==> config.mk <==
export PLATFORM = sky130hd
export DESIGN_NAME = ldtu_word_packer_flat
export DESIGN_NICKNAME = d
export VERILOG_FILES = /design/src/rtl/ldtu_pkg.sv /design/src/rtl/ldtu_word_packer_if.sv /design/src/rtl/ldtu_word_format.sv /design/src/rtl/ldtu_word_packer.sv /design/src/flat_wrapper.sv
export SDC_FILE = /design/constraint.sdc
export NUM_CORES = 1
export LEC_CHECK = 0
export ABC_AREA = 1
export BUFFER_PORTS_ARGS = -buffer_cell sky130_fd_sc_hd__buf_4
export CORE_AREA = 8 8 112 114
export DETAILED_ROUTE_END_ITERATION = 8
export DIE_AREA = 0 0 120 122
export HOLD_SLACK_MARGIN = 0.06
export PLACE_DENSITY = 0.66
export SYNTH_ARGS = -nofsm -noshare
export SYNTH_HDL_FRONTEND = slang
export SYNTH_SLANG_ARGS = --single-unit
==> constraint.sdc <==
create_clock -name CLK -period 3.7 [get_ports CLK]
set_clock_uncertainty 0.2 [all_clocks]
set_input_delay 0.74 -clock CLK [delete_from_list [all_inputs] [get_ports CLK]]
set_output_delay 0.74 -clock CLK [all_outputs]
set_load 0.005 [all_outputs]
==> src/rtl/ldtu_pkg.sv <==
// Shared LiTe-DTU definitions: encoder FSM state codes, packer word headers,
// the idle fill pattern and accumulator slot counts.
package ldtu_pkg;

    localparam logic [3:0] ST_IDLE   = 4'b0000;
    localparam logic [3:0] ST_BAS_0  = 4'b0001;
    localparam logic [3:0] ST_BAS_1  = 4'b0010;
    localparam logic [3:0] ST_BAS_2  = 4'b0011;
    localparam logic [3:0] ST_BAS_3  = 4'b0100;
    localparam logic [3:0] ST_BAS_4  = 4'b0101;
    localparam logic [3:0] ST_SIGN_0 = 4'b0110;
    localparam logic [3:0] ST_SIGN_1 = 4'b0111;
    localparam logic [3:0] ST_NONE   = 4'b1111;

    localparam int BASE_SLOTS = 5;
    localparam int SIG_SLOTS  = 2;
    localparam int BASE_BITS  = 6;
    localparam int SIG_BITS   = 13;

    localparam logic [1:0]  HDR_BASE_FULL  = 2'b01;
    localparam logic [3:0]  HDR_BASE_PART  = 4'b1100;
    localparam logic [5:0]  HDR_SIG_PAIR   = 6'b001010;
    localparam logic [5:0]  HDR_SIG_SINGLE = 6'b001011;
    localparam logic [31:0] IDLE_WORD      = 32'hEAAA_AAAA;

    typedef enum logic [1:0] {
        W_BASE_FULL,
        W_BASE_PART,
        W_SIG_PAIR,
        W_SIG_SINGLE
    } word_kind_e;

    typedef logic [BASE_SLOTS-1:0][BASE_BITS-1:0] base_slots_t;
    typedef logic [SIG_SLOTS-1:0][SIG_BITS-1:0]   sig_slots_t;

    function automatic logic is_base_state(input logic [3:0] s);
        return (s >= ST_BAS_0) && (s <= ST_BAS_4);
    endfunction

endpackage

==> src/rtl/ldtu_word_packer_if.sv <==
// Packer data-path bundle: encoder state/sample in, packed word stream out.
interface ldtu_word_packer_if #(
    parameter int SIZE   = 3,
    parameter int SIG_W  = 13,
    parameter int WORD_W = 32
);
    logic [SIZE:0]       state_in;
    logic [SIG_W-1:0]    sample_in;
    logic [WORD_W-1:0]   word_out;
    logic                word_valid;
    logic                seq_err;

    modport master (
        output state_in, sample_in,
        input  word_out, word_valid, seq_err
    );

    modport slave (
        input  state_in, sample_in,
        output word_out, word_valid, seq_err
    );
endinterface

==> src/rtl/ldtu_word_format.sv <==
// Combinational assembly of one 32-bit output word from accumulator slots.
module ldtu_word_format
    import ldtu_pkg::*;
(
    input  word_kind_e  kind,
    input  logic [2:0]  cnt,
    input  base_slots_t base,
    input  sig_slots_t  sig,
    output logic [31:0] word
);

    logic [3:0][BASE_BITS-1:0] part;

    always_comb begin
        part = '0;
        for (int i = 0; i < 4; i++) begin
            // Slots beyond the fill count may hold stale data; force them to zero.
            if (3'(i) < cnt) part[i] = base[i];
        end
        word = '0;
        unique case (kind)
            W_BASE_FULL:  word = {HDR_BASE_FULL, base[0], base[1], base[2], base[3], base[4]};
            W_BASE_PART:  word = {HDR_BASE_PART, cnt, 1'b0, part[0], part[1], part[2], part[3]};
            W_SIG_PAIR:   word = {HDR_SIG_PAIR, sig[0], sig[1]};
            W_SIG_SINGLE: word = {HDR_SIG_SINGLE, sig[0], 13'd0};
            default:      word = '0;
        endcase
    end

endmodule

==> src/rtl/ldtu_word_packer.sv <==
// LiTe-DTU word packer: baseline/signal samples into 32-bit serializer words.
// Optional LDTU_PACKER_IDLE_WORD_EN drives the idle fill pattern on empty cycles.
module ldtu_word_packer
    import ldtu_pkg::*;
#(
    parameter int SIZE   = 3,
    parameter int BASE_W = 6,
    parameter int SIG_W  = 13,
    parameter int WORD_W = 32
) (
    input  logic              CLK,
    input  logic              reset,
    ldtu_word_packer_if.slave bus
);

    if (SIZE != 3 || BASE_W != BASE_BITS || SIG_W != SIG_BITS || WORD_W != 32) begin : g_bad_cfg
        $error("ldtu_word_packer: only default widths supported");
    end

`ifdef LDTU_PACKER_IDLE_WORD_EN
    localparam logic [31:0] FILL_WORD = IDLE_WORD;
`else
    localparam logic [31:0] FILL_WORD = 32'd0;
`endif

    logic [3:0]  st;
    logic [2:0]  k;
    base_slots_t b_slot, b_nxt;
    sig_slots_t  s_slot, s_nxt;
    logic [2:0]  b_cnt, b_cnt_nxt;
    logic        s_cnt, s_cnt_nxt;
    logic        clr_b, clr_s, emit, err_set;
    word_kind_e  kind;
    logic [31:0] fmt_word;

    assign st = 4'(bus.state_in);
    assign k  = st[2:0] - 3'd1;

    always_comb begin
        b_nxt     = b_slot;
        s_nxt     = s_slot;
        b_cnt_nxt = b_cnt;
        s_cnt_nxt = s_cnt;
        clr_b     = 1'b0;
        clr_s     = 1'b0;
        emit      = 1'b0;
        kind      = W_BASE_FULL;
        err_set   = 1'b0;
        if (is_base_state(st)) begin
            if (b_cnt != k) err_set = 1'b1;
            if (s_cnt) begin
                emit      = 1'b1;
                kind      = W_SIG_SINGLE;
                s_cnt_nxt = 1'b0;
                clr_s     = 1'b1;
            end
            // Write goes to slot k even after a sequence error, re-syncing the count.
            b_nxt[k] = bus.sample_in[BASE_W-1:0];
            if (k == 3'd4) begin
                // Only reachable together with a signal flush after a sequence
                // error; the completed baseline word wins.
                emit      = 1'b1;
                kind      = W_BASE_FULL;
                b_cnt_nxt = 3'd0;
                clr_b     = 1'b1;
            end else begin
                b_cnt_nxt = k + 3'd1;
            end
        end else if (st == ST_IDLE || st == ST_NONE) begin
            if (b_cnt != 3'd0) begin
                emit      = 1'b1;
                kind      = W_BASE_PART;
                b_cnt_nxt = 3'd0;
                clr_b     = 1'b1;
            end else if (s_cnt) begin
                emit      = 1'b1;
                kind      = W_SIG_SINGLE;
                s_cnt_nxt = 1'b0;
                clr_s     = 1'b1;
            end
        end else begin
            if (b_cnt != 3'd0) begin
                emit      = 1'b1;
                kind      = W_BASE_PART;
                b_cnt_nxt = 3'd0;
                clr_b     = 1'b1;
            end
            s_nxt[s_cnt] = bus.sample_in;
            if (s_cnt) begin
                emit      = 1'b1;
                kind      = W_SIG_PAIR;
                s_cnt_nxt = 1'b0;
                clr_s     = 1'b1;
            end else begin
                s_cnt_nxt = 1'b1;
            end
        end
    end

    ldtu_word_format u_fmt (
        .kind (kind),
        .cnt  (b_cnt),
        .base (b_nxt),
        .sig  (s_nxt),
        .word (fmt_word)
    );

    always_ff @(posedge CLK) begin
        if (reset) begin
            b_slot         <= '0;
            s_slot         <= '0;
            b_cnt          <= 3'd0;
            s_cnt          <= 1'b0;
            bus.word_out   <= FILL_WORD;
            bus.word_valid <= 1'b0;
            bus.seq_err    <= 1'b0;
        end else begin
            b_slot         <= clr_b ? '0 : b_nxt;
            s_slot         <= clr_s ? '0 : s_nxt;
            b_cnt          <= b_cnt_nxt;
            s_cnt          <= s_cnt_nxt;
            bus.word_valid <= emit;
            bus.seq_err    <= bus.seq_err | err_set;
`ifdef LDTU_PACKER_IDLE_WORD_EN
            bus.word_out   <= emit ? fmt_word : FILL_WORD;
`else
            if (emit) bus.word_out <= fmt_word;
`endif
        end
    end

endmodule

==> src/flat_wrapper.sv <==
// flat-port wrapper written by rule: the top's interface ports become plain ports
module ldtu_word_packer_flat import ldtu_pkg::*;
#(
    parameter int SIZE   = 3,
    parameter int BASE_W = 6,
    parameter int SIG_W  = 13,
    parameter int WORD_W = 32
)
  (CLK, reset, bus_state_in, bus_sample_in, bus_word_out, bus_word_valid, bus_seq_err);
  ldtu_word_packer_if #(.SIZE(SIZE), .SIG_W(SIG_W), .WORD_W(WORD_W)) bus_i ();
  input  logic CLK;
  input  logic reset;
  input wire logic [$bits(bus_i.state_in)-1:0] bus_state_in;
  input wire logic [$bits(bus_i.sample_in)-1:0] bus_sample_in;
  output wire logic [$bits(bus_i.word_out)-1:0] bus_word_out;
  output wire logic [$bits(bus_i.word_valid)-1:0] bus_word_valid;
  output wire logic [$bits(bus_i.seq_err)-1:0] bus_seq_err;
  assign bus_i.state_in = bus_state_in;
  assign bus_i.sample_in = bus_sample_in;
  assign bus_word_out = bus_i.word_out;
  assign bus_word_valid = bus_i.word_valid;
  assign bus_seq_err = bus_i.seq_err;
  ldtu_word_packer #(.SIZE(SIZE), .BASE_W(BASE_W), .SIG_W(SIG_W), .WORD_W(WORD_W)) u_core (.CLK(CLK), .reset(reset), .bus(bus_i));
endmodule
==> results of run 1 <==
[worst paths after layout]
| check | startpoint | to | slack, ns | cells after the start |
|---|---|---|---|---|
| setup reg to reg | u_core.s_cnt | u_core.bus.word_out[3] | 1.43 | 7 |
| setup / recovery | bus_state_in[0] | u_core.bus.word_out[6] | 0.86 | 14 |
| hold / removal | u_core.bus.word_out[31] | u_core.bus.word_out[31] | 0.27 | 2 |
| hold reg to reg | u_core.bus.word_out[31] | u_core.bus.word_out[31] | 0.27 | 2 |
[routing by layer]
layer / vias up / part of all wire (%)
li1: 2069 / -
met1: 1871 / 47
met2: 129 / 46
met3: 19 / 5.5
met4: 0 / 2.2
met5: - / 0
[worst register-to-register path, stage by stage (launching register included)]
cell and delay (ns):
dfxtp_1 0.55, inv_2 0.18, o211ai_2 0.67, inv_2 0.19
nand2_1 0.13, nand2_1 0.08, nor2_1 0.11, nor2_1 0.04
[cells in the mapped netlist]
cell,count
nand2_1,164
nor2_2,2
clkinv_1,3
o21ai_0,48
inv_1,65
nand2_4,3
clkbuf_2,2
o211ai_4,1
o21a_1,1
nand3_2,3
buf_4,2
nor2_4,2
o21bai_1,5
buf_6,9
and2_1,1
a21oi_1,19
nor2_1,102
inv_2,3
nor3_1,1
nand3_1,37
nand4_1,18
o211ai_2,1
nor4_1,1
clkbuf_1,4
o21ai_1,13
buf_2,11
dfxtp_1,81
o2bb2ai_1,1
nand2_2,9
nand3_4,2
ha_1,4
xor2_1,1
o21ai_2,6
[where the power goes]
part	leakage, nW	internal [mW]	switching [mW]	total, mW
Clock	0.101	0.319	0.360	0.678
Combinational	1.54	0.174	0.303	0.477
Sequential	0.662	0.938	0.0312	0.969
[sequential cells by signal, indices dropped and copies added (netlist names)]
name,cells
u_core.bus.word_out,32
u_core.b_slot,30
u_core.s_slot,13
u_core.b_cnt,3
u_core.bus.seq_err,1
u_core.bus.word_valid,1
u_core.s_cnt,1
[logic make-up (layout without fill, tap and decap cells)]
group / Yosys count / after routing
XOR/XNOR: 1 / 1
AND/OR/NAND/NOR: 345 / 345
buffers and inverters: 99 / 148
AO/OA/AOI/OAI: 95 / 95
adder cells (fa/ha/maj): 4 / 4
flip-flops: 81 / 81
[stage by stage]
step                      hold WS [ns]  cell area [sq um]
after CTS                        0.270               4840
final                            0.267               4840
after global routing             0.289               4840
after detailed placement         0.256               4640
after floorplan                  0.250               4190
after global placement           0.254               4640
[cell type report]
class / count / area [sq um]
fillers: 1136 / 5860
multi-input cells: 445 / 2100
flip-flops and latches: 81 / 1620
repair buffers: 61 / 470
inverters: 71 / 267
well taps: 140 / 175
clock buffers: 9 / 124
clock inverters: 7 / 80.1
==> results by group, run 1 <==
Logic synthesis
  • Largest family of logic cells by synthesized area: simple AND/OR/NAND/NOR gates
  • Average size of a mapped cell: 6.70 sq um
  • Synthesized cell area: 4190 sq um
  • Synth Area in Simple Gates: 35.9%
  • Synth Area in XOR/XNOR: 0.209%
  • Top post-synthesis cells by area: dfxtp_1, nand2_1, nor2_1
  • Yosys top cell area share: 38.7%
  • Post-synthesis mux area share: 0%
  • Synth unique cells: 33
  • Yosys warns: 0
  • Sequential share of the synthesized area: 38.7%
  • Synth area leader: dfxtp_1
  • Synth Net Count: 648
  • Post-synthesis compound-gate area fraction: 12.9%
  • #FFs+latches synth: 81
  • Post-Synthesis Cells: 625
  • Post-Synth Adder-Cell Area: 1.20%

Route
  • Via count: 4088
  • Vias/cell: 5.02
  • WL final: 12.4 mm
  • DRT iter0 DRCs: 428
  • Antenna Nets Post-Route: 0
  • First-pass iteration count of the detailed router: 7
  • # DRC: 0
  • Routed wire per std cell: 15.2 um

Setup path
  • Crit path launch type: primary input
  • Slowest CP cell: nor2_2
  • Slowest stage delay, CP: 0.38 ns
  • Critical path endpoint category: flop
  • CP max FO: 16
  • CP Data Arrival Time: 2.93 ns
  • Critical Path RT: 3.80 ns
  • Sequence of cells on the critical path: buf_4 > inv_1 > ha_1 > inv_1 > nand2_1 > nand2_4 > nand2_2 > nand2_4 > o211ai_2 > nor2_2 > nand2_1 > nand2_1 > nor2_1 > nor2_1
  • CP Buf/Inv Count: 3
  • Crit-path most repeated cell: nand2_1
  • Kind of cell adding the most delay to the critical path: simple AND/OR/NAND/NOR gates
  • WS Path Type: primary input to flop

Die
  • Core area: 10700 sq um
  • Initial Util: 39.1%
  • Die Area: 14600 sq um
  • Height of the die: 122 um
  • # IOs: 53
  • Rows: 38
  • Die width: 120 um

Global routing
  • Met2 GRT Util: 27.3%
  • Total gr overflow: 0
  • Met3 global-route usage: 3.24%
  • Initial antenna violation count: 0
  • Total GRT Usage: 17.4%
  • Pin count of the biggest net entering global routing: 35
  • Met1 Usage GRT: 22.8%
  • Vias in the first global route: 3894
  • First-pass GRT wire length: 20.1 mm
  • GRT Max-Usage Layer: met2

CTS
  • Post-CTS Hold Buffers: 0
  • Total CTS buffers: 9
  • CTS tree: yes
  • Htree depth: 3
  • Reg clk slew, reported paths: 0.09 ns
  • Clock tree buffer depth: 2
  • Clk root buf: clkbuf_8
  • Resized cells post-CTS: 0
  • Clock latency on the worst-skew pair: 0.37 ns
  • Clock sinks: 81
  • Setup repair bufs after CTS: 0

Timing
  • Final TNS setup: 0 ns
  • Final Critical Period: 2.84 ns
  • Slew Limit Fails: 0
  • RSZ-0062 raised after global routing: no
  • Slew of the pin with the lowest slew margin: 0.765 ns
  • Final setup fails: 0
  • Worst slew margin: 48.8%
  • Final hold vios: 0
  • Period utilization: 76.6%
  • Max frequency: 0.353 GHz
  • Setup WS post-layout: 0.864 ns

Place
  • Dpl ws: 0.552 ns
  • RD Place Congestion: 0.933
  • Post-DP HPWL: 9.20 mm
  • Placed Cells: 798
  • I/O Buffers: 52

Cells and area
  • Synthesis-to-layout area growth: 15.6%
  • Layout cells sized above 1: 16.2%
  • Final cell utilization of the core: 45.3%
  • Most frequent cells in the layout: nand2_1, nor2_1, dfxtp_1
  • Most common cell after layout, fill and taps aside: nand2_1
  • Final net count: 692
  • Final std cells w/o fill: 814
  • Antenna cells: 0

Status
  • Outcome: completed

Power
  • Power Total: 2.13 mW
  • Leakage: 2.30 nW
  • Peak VDD IR: 0.182 mV
  • PD cells: 439 nW/um^2

Job
  • # Max-Cap Violations: 0

Min path
  • Worst min-delay path class: flop to flop
Power figures use the tool's default switching activity.
==> run 2: changes to the inputs <==
==> constraint.sdc (replaced) <==
create_clock -name CLK -period 2.8 [get_ports CLK]
set_clock_uncertainty 0.2 [all_clocks]
set_input_delay 0.56 -clock CLK [delete_from_list [all_inputs] [get_ports CLK]]
set_output_delay 0.56 -clock CLK [all_outputs]
set_load 0.005 [all_outputs]
==> results by group, run 2 (same netlist as run 1, synthesis figures left out) <==
CTS
  • Resized cells post-CTS: 0 (unchanged)
  • Total CTS buffers: 9 (unchanged)
  • Post-CTS Hold Buffers: 0 (unchanged)
  • Htree depth: 3 (unchanged)
  • Reg clk slew, reported paths: 0.08 ns (about the same)
  • Setup repair bufs after CTS: 0 (unchanged)
  • Clock latency on the worst-skew pair: 0.36 ns (about the same)
  • CTS tree: yes
  • Clk root buf: clkbuf_8
  • Clock tree buffer depth: 2 (unchanged)
  • Clock sinks: 81 (unchanged)

Cells and area
  • Fillers: 1144 (+0.70%)
  • Most common cell after layout, fill and taps aside: nand2_1
  • Final cell utilization of the core: 46.0% (+0.78 points)
  • Most frequent cells in the layout: nand2_1, nor2_1, dfxtp_1
  • Biggest regs: u_core.bus.word_out (32), u_core.b_slot (30), u_core.s_slot (13)
  • Antenna cells: 0 (unchanged)
  • Layout cells sized above 1: 17.6% (+1.5 points)
  • Max FFs per register: 32 (unchanged)
  • Reg with most FFs: u_core.bus.word_out
  • Final net count: 706 (+2.0%)
  • Synthesis-to-layout area growth: 17.6%

Timing
  • Final hold vios: 0 (unchanged)
  • Final Critical Period: 2.26 ns
  • Slew of the pin with the lowest slew margin: 0.461 ns (-0.305 ns)
  • Final TNS setup: 0 ns (unchanged)
  • Hold slack: 0.203 ns (-0.0639 ns)
  • Max frequency: 0.442 GHz
  • Period utilization: 80.8%
  • Setup WS post-layout: 0.537 ns (-0.327 ns)
  • Final setup fails: 0 (unchanged)
  • Worst slew margin: 69.2% (+20 points)
  • Slew Limit Fails: 0 (unchanged)
  • RSZ-0062 raised after global routing: no

Place
  • RD Place Congestion: 0.919 (-1.4%)
  • Post-DP HPWL: 9.37 mm (+1.8%)
  • Dpl ws: 0.173 ns (-0.379 ns)
  • I/O Buffers: 52 (unchanged)

Global routing
  • First-pass GRT wire length: 20.1 mm (-0.14%)
  • Vias in the first global route: 3914 (+0.51%)
  • Total GRT Usage: 17.3% (-0.11 points)
  • Initial antenna violation count: 0 (unchanged)
  • Total gr overflow: 0 (unchanged)
  • Pin count of the biggest net entering global routing: 51 (+46%)

Job
  • # Max-Cap Violations: 0 (unchanged)

Setup path
  • Critical Path RT: 2.89 ns (-0.91 ns)
  • Critical path endpoint category: flop
  • CP max FO: 14 (-2)
  • WS Path Type: primary input to flop
  • CP Data Arrival Time: 2.36 ns (-0.57 ns)
  • Crit path launch type: primary input

Die
  • Height of the die: 122 um (unchanged)
  • Die Area: 14600 sq um (unchanged)
  • # IOs: 53 (unchanged)
  • Rows: 38 (unchanged)
  • Die width: 120 um (unchanged)
  • Initial Util: 39.1% (unchanged)
  • Core area: 10700 sq um (unchanged)

Power
  • Leakage: 2.36 nW (+2.6%)
  • Peak VDD IR: 0.286 mV (+57%)
  • PD cells: 562 nW/um^2 (+28%)

Route
  • WL final: 12.2 mm (-1.2%)
  • # DRC: 0 (unchanged)
  • Vias/cell: 5.04 (+0.43%)
  • Antenna Nets Post-Route: 0 (unchanged)
  • Via count: 4166 (+1.9%)
  • First-pass iteration count of the detailed router: 5 (-2)
  • Routed wire per std cell: 14.8 um (-2.6%)
  • DRT iter0 DRCs: 364 (-15%)

Status
  • Outcome: completed

Min path
  • Worst min-delay path class: primary input to flop
-- run 2: cell count changes in the layout (fill, tap and decap cells not counted), sizes merged --
| cell | previous run | this run |
|---|---|---|
| inv | 69 | 68 |
| clkinv | 7 | 6 |
| buf | 61 | 75 |
| clkinvlp | 1 | 0 |
| clkbuf | 9 | 10 |
-- run 2: per-stage QoR --
stage / instances / instance area, sq um / power, mW
CTS: 826 / 4920 / 2.79
floorplan: 625 / 4190 / 1.71
global route: 826 / 4920 / 2.93
detailed placement: 812 / 4740 / 1.97
finish: 826 / 4920 / 2.77
global placement: 812 / 4740 / 1.96
-- run 2: layer usage --
layer / global-route usage [%] / vias to the layer above / part of all wire, %
met5: 0 / - / 0
met4: 6.95 / 0 / 1.5
met3: 3.01 / 15 / 5.3
met2: 27.8 / 122 / 47
met1: 22.5 / 1940 / 46
li1: - / 2089 / -
-- run 2: cell type report --
| type | instances | area [sq um] | share of cell area (%) |
|---|---|---|---|
| Multi-Input combinational cell | 445 | 2100 | 42.7 |
| Clock inverter | 4 | 45.0 | 0.915 |
| Inverter | 71 | 267 | 5.41 |
| Timing Repair Buffer | 75 | 576 | 11.7 |
| Sequential cell | 81 | 1620 | 32.9 |
| Tap cell | 140 | 175 | 3.56 |
| Clock buffer | 10 | 138 | 2.79 |
-- run 2: path summary, 6_finish.rpt --
check	from	end	slack, ns	depth (start not counted)
max	bus_state_in[0]	u_core.bus.word_out[13]	0.54	13
min	reset	u_core.b_cnt[0]	0.20	2
max reg2reg	u_core.s_cnt	u_core.bus.word_out[14]	0.75	6
min reg2reg	u_core.bus.word_out[27]	u_core.bus.word_out[27]	0.27	2
-- run 2: critical path, stage by stage --
cell     delay [ns]
buf_4          0.12
inv_1          0.09
ha_1           0.21
inv_1          0.05
nand2_1        0.11
nand2_4        0.09
nor2_4         0.15
nand2_1        0.25
nand2_2        0.34
nand2_1        0.10
o21ai_1        0.12
nor2_1         0.08
nor2_1         0.08
-- run 2: power breakdown --
group          leakage (nW)  switching [mW]  internal, mW
clock network        0.0978           0.407         0.422
registers             0.662          0.0411          1.24
logic                  1.60           0.406         0.252
